==> config.mk <==
export PLATFORM = sky130hd
export DESIGN_NAME = pc_unit_flat
export DESIGN_NICKNAME = d
export VERILOG_FILES = /design/src/rtl/pc_unit_if.sv /design/src/rtl/pc_unit.sv /design/src/flat_wrapper.sv
export SDC_FILE = /design/constraint.sdc
export NUM_CORES = 1
export LEC_CHECK = 0
export BUFFER_PORTS_ARGS = -buffer_cell sky130_fd_sc_hd__buf_2
export CORE_MARGIN = 5
export CORE_UTILIZATION = 56
export DETAILED_ROUTE_END_ITERATION = 12
export GPL_ROUTABILITY_DRIVEN = 0
export GPL_TIMING_DRIVEN = 0
export PLACE_DENSITY = 0.86
export SYNTH_ARGS = -nofsm -noshare
export SYNTH_HDL_FRONTEND = slang
export SYNTH_SLANG_ARGS = --single-unit
==> constraint.sdc <==
create_clock -name clk -period 3.8 [get_ports clk]
set_clock_uncertainty 0.2 [all_clocks]
set_input_delay 0.19 -clock clk [delete_from_list [all_inputs] [get_ports clk]]
set_output_delay 0.19 -clock clk [all_outputs]
set_load 0.03 [all_outputs]
==> src/rtl/pc_unit_if.sv <==
// Fetch-stage PC bus: redirect/stall requests from the core, fetch address and status back.
interface pc_unit_if #(
    parameter int WIDTH = 32
);
    logic             stall;
    logic             branch_taken;
    logic [WIDTH-1:0] branch_target;
    logic             jump_reg;
    logic [WIDTH-1:0] Rd;
    logic [WIDTH-1:0] addr;
    logic             in_delay_slot;
    logic             active;
    logic             addr_error;

    modport master (
        output stall, branch_taken, branch_target, jump_reg, Rd,
        input  addr, in_delay_slot, active, addr_error
    );

    modport slave (
        input  stall, branch_taken, branch_target, jump_reg, Rd,
        output addr, in_delay_slot, active, addr_error
    );
endinterface

==> src/rtl/pc_unit.sv <==
// MIPS fetch program counter with delay-slot redirect, stall, and halt on a jump to 0.
// Optional PC_ALIGN_CHECK_EN: misaligned redirect targets raise a sticky addr_error and halt.
//
// state | meaning
// SEQ   | sequential fetch; redirects are accepted here
// DELAY | delay slot is at addr; pending target loads on next advance
module pc_unit #(
    parameter int               WIDTH        = 32,
    parameter logic [WIDTH-1:0] RESET_VECTOR = WIDTH'(32'hBFC00000),
    parameter int               INCREMENT    = 4
) (
    input logic       clk,
    input logic       reset,
    pc_unit_if.slave  bus
);
    typedef enum logic {SEQ, DELAY} state_t;

    localparam logic [WIDTH-1:0] STEP = WIDTH'(INCREMENT);

    state_t           state_q;
    logic [WIDTH-1:0] addr_q;
    logic [WIDTH-1:0] pending_q;
    logic             active_q;
    logic             redirect;
    logic [WIDTH-1:0] target;

    always_comb begin
        redirect = bus.jump_reg | bus.branch_taken;
        target   = bus.jump_reg ? bus.Rd : bus.branch_target;
    end

`ifdef PC_ALIGN_CHECK_EN
    logic addr_error_q;

    always_ff @(posedge clk) begin
        if (reset) begin
            state_q      <= SEQ;
            addr_q       <= RESET_VECTOR;
            pending_q    <= '0;
            active_q     <= 1'b1;
            addr_error_q <= 1'b0;
        end else if (!bus.stall && active_q) begin
            case (state_q)
                SEQ: begin
                    if (redirect) begin
                        // A bad target stops the CPU before the delay slot is fetched.
                        if (|target[1:0]) begin
                            addr_error_q <= 1'b1;
                            active_q     <= 1'b0;
                        end else begin
                            pending_q <= target;
                            addr_q    <= addr_q + STEP;
                            state_q   <= DELAY;
                        end
                    end else begin
                        addr_q <= addr_q + STEP;
                    end
                end
                DELAY: begin
                    addr_q  <= pending_q;
                    state_q <= SEQ;
                    if (pending_q == '0) active_q <= 1'b0;
                end
            endcase
        end
    end

    assign bus.addr_error = addr_error_q;
`else
    always_ff @(posedge clk) begin
        if (reset) begin
            state_q   <= SEQ;
            addr_q    <= RESET_VECTOR;
            pending_q <= '0;
            active_q  <= 1'b1;
        end else if (!bus.stall && active_q) begin
            case (state_q)
                SEQ: begin
                    addr_q <= addr_q + STEP;
                    if (redirect) begin
                        // Without the checker, low address bits are silently dropped.
                        pending_q <= target & ~WIDTH'(3);
                        state_q   <= DELAY;
                    end
                end
                DELAY: begin
                    addr_q  <= pending_q;
                    state_q <= SEQ;
                    if (pending_q == '0) active_q <= 1'b0;
                end
            endcase
        end
    end

    assign bus.addr_error = 1'b0;
`endif

    assign bus.addr          = addr_q;
    assign bus.in_delay_slot = (state_q == DELAY);
    assign bus.active        = active_q;
endmodule
==> src/flat_wrapper.sv <==
// flat-port wrapper written by rule: the top's interface ports become plain ports
module pc_unit_flat 
#(
    parameter int               WIDTH        = 32,
    parameter logic [WIDTH-1:0] RESET_VECTOR = WIDTH'(32'hBFC00000),
    parameter int               INCREMENT    = 4
)
  (clk, reset, bus_stall, bus_branch_taken, bus_branch_target, bus_jump_reg, bus_Rd, bus_addr, bus_in_delay_slot, bus_active, bus_addr_error);
  pc_unit_if #(.WIDTH(WIDTH)) bus_i ();
  input logic clk;
  input logic reset;
  input wire logic [$bits(bus_i.stall)-1:0] bus_stall;
  input wire logic [$bits(bus_i.branch_taken)-1:0] bus_branch_taken;
  input wire logic [$bits(bus_i.branch_target)-1:0] bus_branch_target;
  input wire logic [$bits(bus_i.jump_reg)-1:0] bus_jump_reg;
  input wire logic [$bits(bus_i.Rd)-1:0] bus_Rd;
  output wire logic [$bits(bus_i.addr)-1:0] bus_addr;
  output wire logic [$bits(bus_i.in_delay_slot)-1:0] bus_in_delay_slot;
  output wire logic [$bits(bus_i.active)-1:0] bus_active;
  output wire logic [$bits(bus_i.addr_error)-1:0] bus_addr_error;
  assign bus_i.stall = bus_stall;
  assign bus_i.branch_taken = bus_branch_taken;
  assign bus_i.branch_target = bus_branch_target;
  assign bus_i.jump_reg = bus_jump_reg;
  assign bus_i.Rd = bus_Rd;
  assign bus_addr = bus_i.addr;
  assign bus_in_delay_slot = bus_i.in_delay_slot;
  assign bus_active = bus_i.active;
  assign bus_addr_error = bus_i.addr_error;
  pc_unit #(.WIDTH(WIDTH), .RESET_VECTOR(RESET_VECTOR), .INCREMENT(INCREMENT)) u_core (.clk(clk), .reset(reset), .bus(bus_i));
endmodule
# [Yosys cells after proc, flatten, opt, wreduce, memory -nomap -nowiden]
# Index checks and enable logic that the tools add are counted.
[totals] ff_bits=64 inputBits=69 output_inout_bits=35
[op_classes] add_sub_neg=1 mux=4 n_bitwise=2 n_reduce_logical=5
[op_table] cell="$pmux 32 s2" n=1
[op_table] cell="$add 32x3->32 const B" n=1
[op_table] cell="$logic_not 32->1" n=1
[op_table] cell="$mux 32" n=1
[op_table] cell="$reduce_and 3->1" n=2
[op_table] cell="$pmux 1 s2" n=1
[op_table] cell="$logic_and 1x1->1" n=1
[op_table] cell="$logic_not 1->1" n=1
[op_table] cell="$mux 1" n=1
[op_table] cell="$not 1->1" n=1
[op_table] cell="$or 1x1->1" n=1

# [Logic depth before layout (Yosys ltp)]
[depth] ltp_word=3 mapped_depth=7 mapped_depth_nobuf=6

# [Worst setup path before layout]
# No wires, ideal clock.
[synth_path] path_type="register -> register" start="register u_core.addr_q[2], in the netlist u_core.bus.addr[2]" end="register u_core.addr_q[26], in the netlist u_core.bus.addr[26]" t_arrival_ps=1905 required_time_ps=3531 slack_ps=1626 path_stages_with_launch=7 period_less_slack_ps=2174 cell_sequence="dfxtp_1 ha_1 nand4_1 nor2_2 nand4_1 mux2_1 o21ai_1"
[synth_between] elab_chain_len=2
[synth_lines] element="from (decl)" line="pc_unit.sv:21" source="logic [WIDTH-1:0] addr_q;"
[synth_lines] element="from (signal assigned)" line="pc_unit.sv:79" source="addr_q <= addr_q + STEP;"
[synth_lines] element="from (signal assigned)" line="pc_unit.sv:87" source="addr_q <= pending_q;"
[synth_lines] element="$add 32x3->32" line="pc_unit.sv:79"
[synth_lines] element="$pmux 32 s2" line="pc_unit.sv:77" source="case (state_q)"
# No other way between the ends.
# A chain may end at the register's enable or synchronous reset.

# [Final worst setup path]
# Same ends and word-level chain as after synthesis.

==> results.cfg <==
[worst_setup_path]
cp_num_buf_inv = 0
required_ps = 3890
cpPeakStageDelay_ps = 480
cp_top_family = simple AND/OR/NAND/NOR gates
crit_type = reg2reg
cp.arrival_ps = 2510
crit_slowest_cell = nor2_2
startpoint_type = flip-flop
endpoint_kind = flip-flop
r2r_setup_slack_ps = 1380
crit_top_cell = nand4_1
path_cells = ha_1, nand4_1, nor2_2, nand4_1, mux2_1, o21ai_1
crit_fanout = 10

[global_route]
grt_pass1_wl_mm = 17.48
grt_pass1_vias = 3677
grt.total_usage = 0.2907
antenna_found_initial = 0
grt_remaining_overflow = 0
grt_max_degree = 11

[detailed_routing]
firstDrtPassIters = 5
final_antenna_net_count = 0
num_vias = 3826
drt-total-wl_mm = 11.18
wl_per_cell_um = 18.47
vias_per_cell = 6.324
drc = 0
drtIter0Drc = 476

[sta]
hold_viol_final = 1
worstMarginPinSlew_ps = 750.7
fin_tns_setup_ps = 0
rsz0062_at_grt = no
setup_viol = 0
relSlewSlack = 0.4977
fin_crit_ps = 2423
hold-worst-slack_ps = -16.12
slew_violations = 0
fmax_mhz = 412.7
period_share = 0.6377

[synth]
ys_warn_count = 0
synth_top_family_by_area = simple AND/OR/NAND/NOR gates
muxShareOfSynthArea = 0.1380
synth-seq-area-share = 0.3651
synth_compound_area_frac = 0.2105
synthXorXnorAreaFrac = 0.002576
asyncSetResetFlopFracSynth = 0
synth_top_flop_cell = dfxtp_1
syn_area_um2 = 3400
synth-seq-cells = 62
synth-simple-area-share = 0.2264
synth_edf_count = 0
syn_inst = 397
syn_avg_cell_area_um2 = 8.563
synthAdderAreaFrac = 0.003681
synth_cell_type_count = 53

[placement]
dpl_cell_area_um2 = 3976
port_buffers = 95
dpl.hpwl_mm = 7.663

[finish]
syn_to_final_growth_pct = 29.11
nets = 596
fin_area_um2 = 4389
post_route_cells_drive_above_1_share = 0.2415
antenna_cells = 0

[cts]
cts_tree = built
ctsHtreeMaxLevel = 3
clockBufferDepth = 2
post_cts_buffers = 0
insertion_delay_ps = 350
cts_made_buffers = 9
clkSinkCount = 62
cts-root-buf = clkbuf_8
clk_pin_slew_ps = 70

[run_status]
violations = negative hold slack
status = complete, but fails checks

[floorplan]
core.rowCount = 28
dieArea_um2 = 7729
initial_core_util = 0.5742
chipHeight_um = 87.92
core_um2 = 5921
dieWidth_um = 87.92
io_pins = 104

[power]
p_leak_nw = 1.858
vdd_drop_max_uv = 243.2
powerDensity_nw_per_um2 = 394.8

[run]
cap_violations = 0

[hold_path]
hold_path.class = in2reg
[area by class of cell]
class / instances / area (um^2)
sequential: 62 / 1241
fill: 446 / 1531
tap: 75 / 93.84
timing repair buffer: 116 / 685.7
clock inverter: 5 / 75.07
multi-input combinational: 295 / 1987
buffer: 36 / 156.4
inverter: 6 / 22.52
clock buffer: 10 / 127.6
[state kept, by name, summed over array words and instances, names as in the netlist]
| name | count |
|---|---|
| u_core.bus.active | 1 |
| u_core.bus.in_delay_slot | 1 |
| u_core.bus.addr | 30 |
| u_core.pending_q | 30 |
[cell usage after synthesis, types with 2 or more instances]
cell type,number,share of area
o22ai_1,12,0.022
clkbuf_1,27,0.030
o221ai_1,3,0.0077
mux2i_1,42,0.12
nor3_1,11,0.016
and2_1,2,0.0037
buf_1,3,0.0033
nand3_1,8,0.012
dfxtp_1,62,0.37
buf_4,3,0.0066
a221oi_1,6,0.015
nand2_1,22,0.024
and4_1,4,0.010
inv_1,6,0.0066
nor2_1,50,0.055
nor4_1,9,0.017
o21ai_0,7,0.010
nand4_1,13,0.024
a211oi_1,36,0.079
or4_1,3,0.0066
buf_2,2,0.0029
a22oi_1,9,0.020
and3_1,6,0.011
a31oi_1,2,0.0037
a21oi_1,12,0.018
a2111oi_0,2,0.0052
nand4_4,2,0.013
o21ai_1,2,0.0029
mux2_1,2,0.0066
nand2b_1,3,0.0055
nand3_2,2,0.0059
or3_1,2,0.0037
o41ai_1,2,0.0052
[cell families (layout without fill, tap and decap cells)]
logic type / Yosys count / after routing
other: 1 / 3
buffers and inverters: 42 / 173
AO/OA/AOI/OAI: 101 / 101
multiplexers: 46 / 46
AND/OR/NAND/NOR: 143 / 143
XOR/XNOR: 1 / 1
adder cells (fa/ha/maj): 1 / 1
flip-flops: 62 / 62
[worst reg2reg max path, stage by stage (launching register included)]
cell and delay (ps):
dfxtp_1 420, ha_1 240, nand4_1 370, nor2_2 490, nand4_1 190, mux2_1 340, o21ai_1 110
[final timing paths]
check / startpoint / endpoint / depth (start not counted)
max reg2reg: u_core.bus.addr[2] / u_core.bus.addr[26] / 6
min: bus_branch_target[19] / u_core.pending_q[19] / 3
max: u_core.bus.addr[2] / u_core.bus.addr[26] / 6
min reg2reg: u_core.bus.active / u_core.bus.active / 2
[cell usage in the layout, fill, tap and decap left out, drive strengths merged, types with 2 or more instances in the layout]
cell,instances
nor3,12
a22oi,9
a31oi,2
a21oi,13
o41ai,2
mux2i,42
o22ai,12
o221ai,3
o21ai,9
dlygate4sd3,21
clkbuf,37
or4,3
bufinv,2
nor4,11
mux2,4
buf,104
nand3,10
nand2,22
inv,6
conb,3
and3,6
a2111oi,2
clkinv,3
or3,2
nand2b,3
dfxtp,62
nor2,51
nand4,15
a211oi,36
and2,2
a221oi,6
and4,4
[power breakdown]
part           switching (W)  internal (W)  total [W]  leakage, nW
Combinational       0.000202      0.000145   0.000348         1.24
Sequential         0.0000616      0.000700   0.000761        0.509
Clock               0.000261      0.000362   0.000624        0.106
Total               0.000525       0.00121    0.00173         1.86
[stage by stage]
stage | cells | power, W | utilization | worst slack (ps)
final | 605 | 0.001733 | 0.7413 | 1377
after global routing | 605 | 0.001790 | 0.7413 | 1296
after CTS | 604 | 0.001717 | 0.7396 | 1449
after detailed placement | 569 | 0.001091 | 0.6716 | 1464
after global placement | 569 | 0.001077 | 0.6716 | 1571
after floorplan | 399 | 0.0009749 | - | 1626
[what timing repair did]
action	4_1_cts	5_1_grt
gates resized for setup	0	0
hold endpoints to repair	12	1
hold buffers	20	1
[layer usage]
| metal | up-vias | track usage | wire length [um] |
|---|---|---|---|
| met5 | - | 0 | 0 |
| met2 | 267 | 0.4760 | 5357 |
| li1 | 1760 | - | - |
| met3 | 42 | 0.08090 | 1343 |
| met4 | 0 | 0.1130 | 289 |
| met1 | 1757 | 0.3626 | 4185 |
No activity file was read; power rests on OpenSTA's default activity.
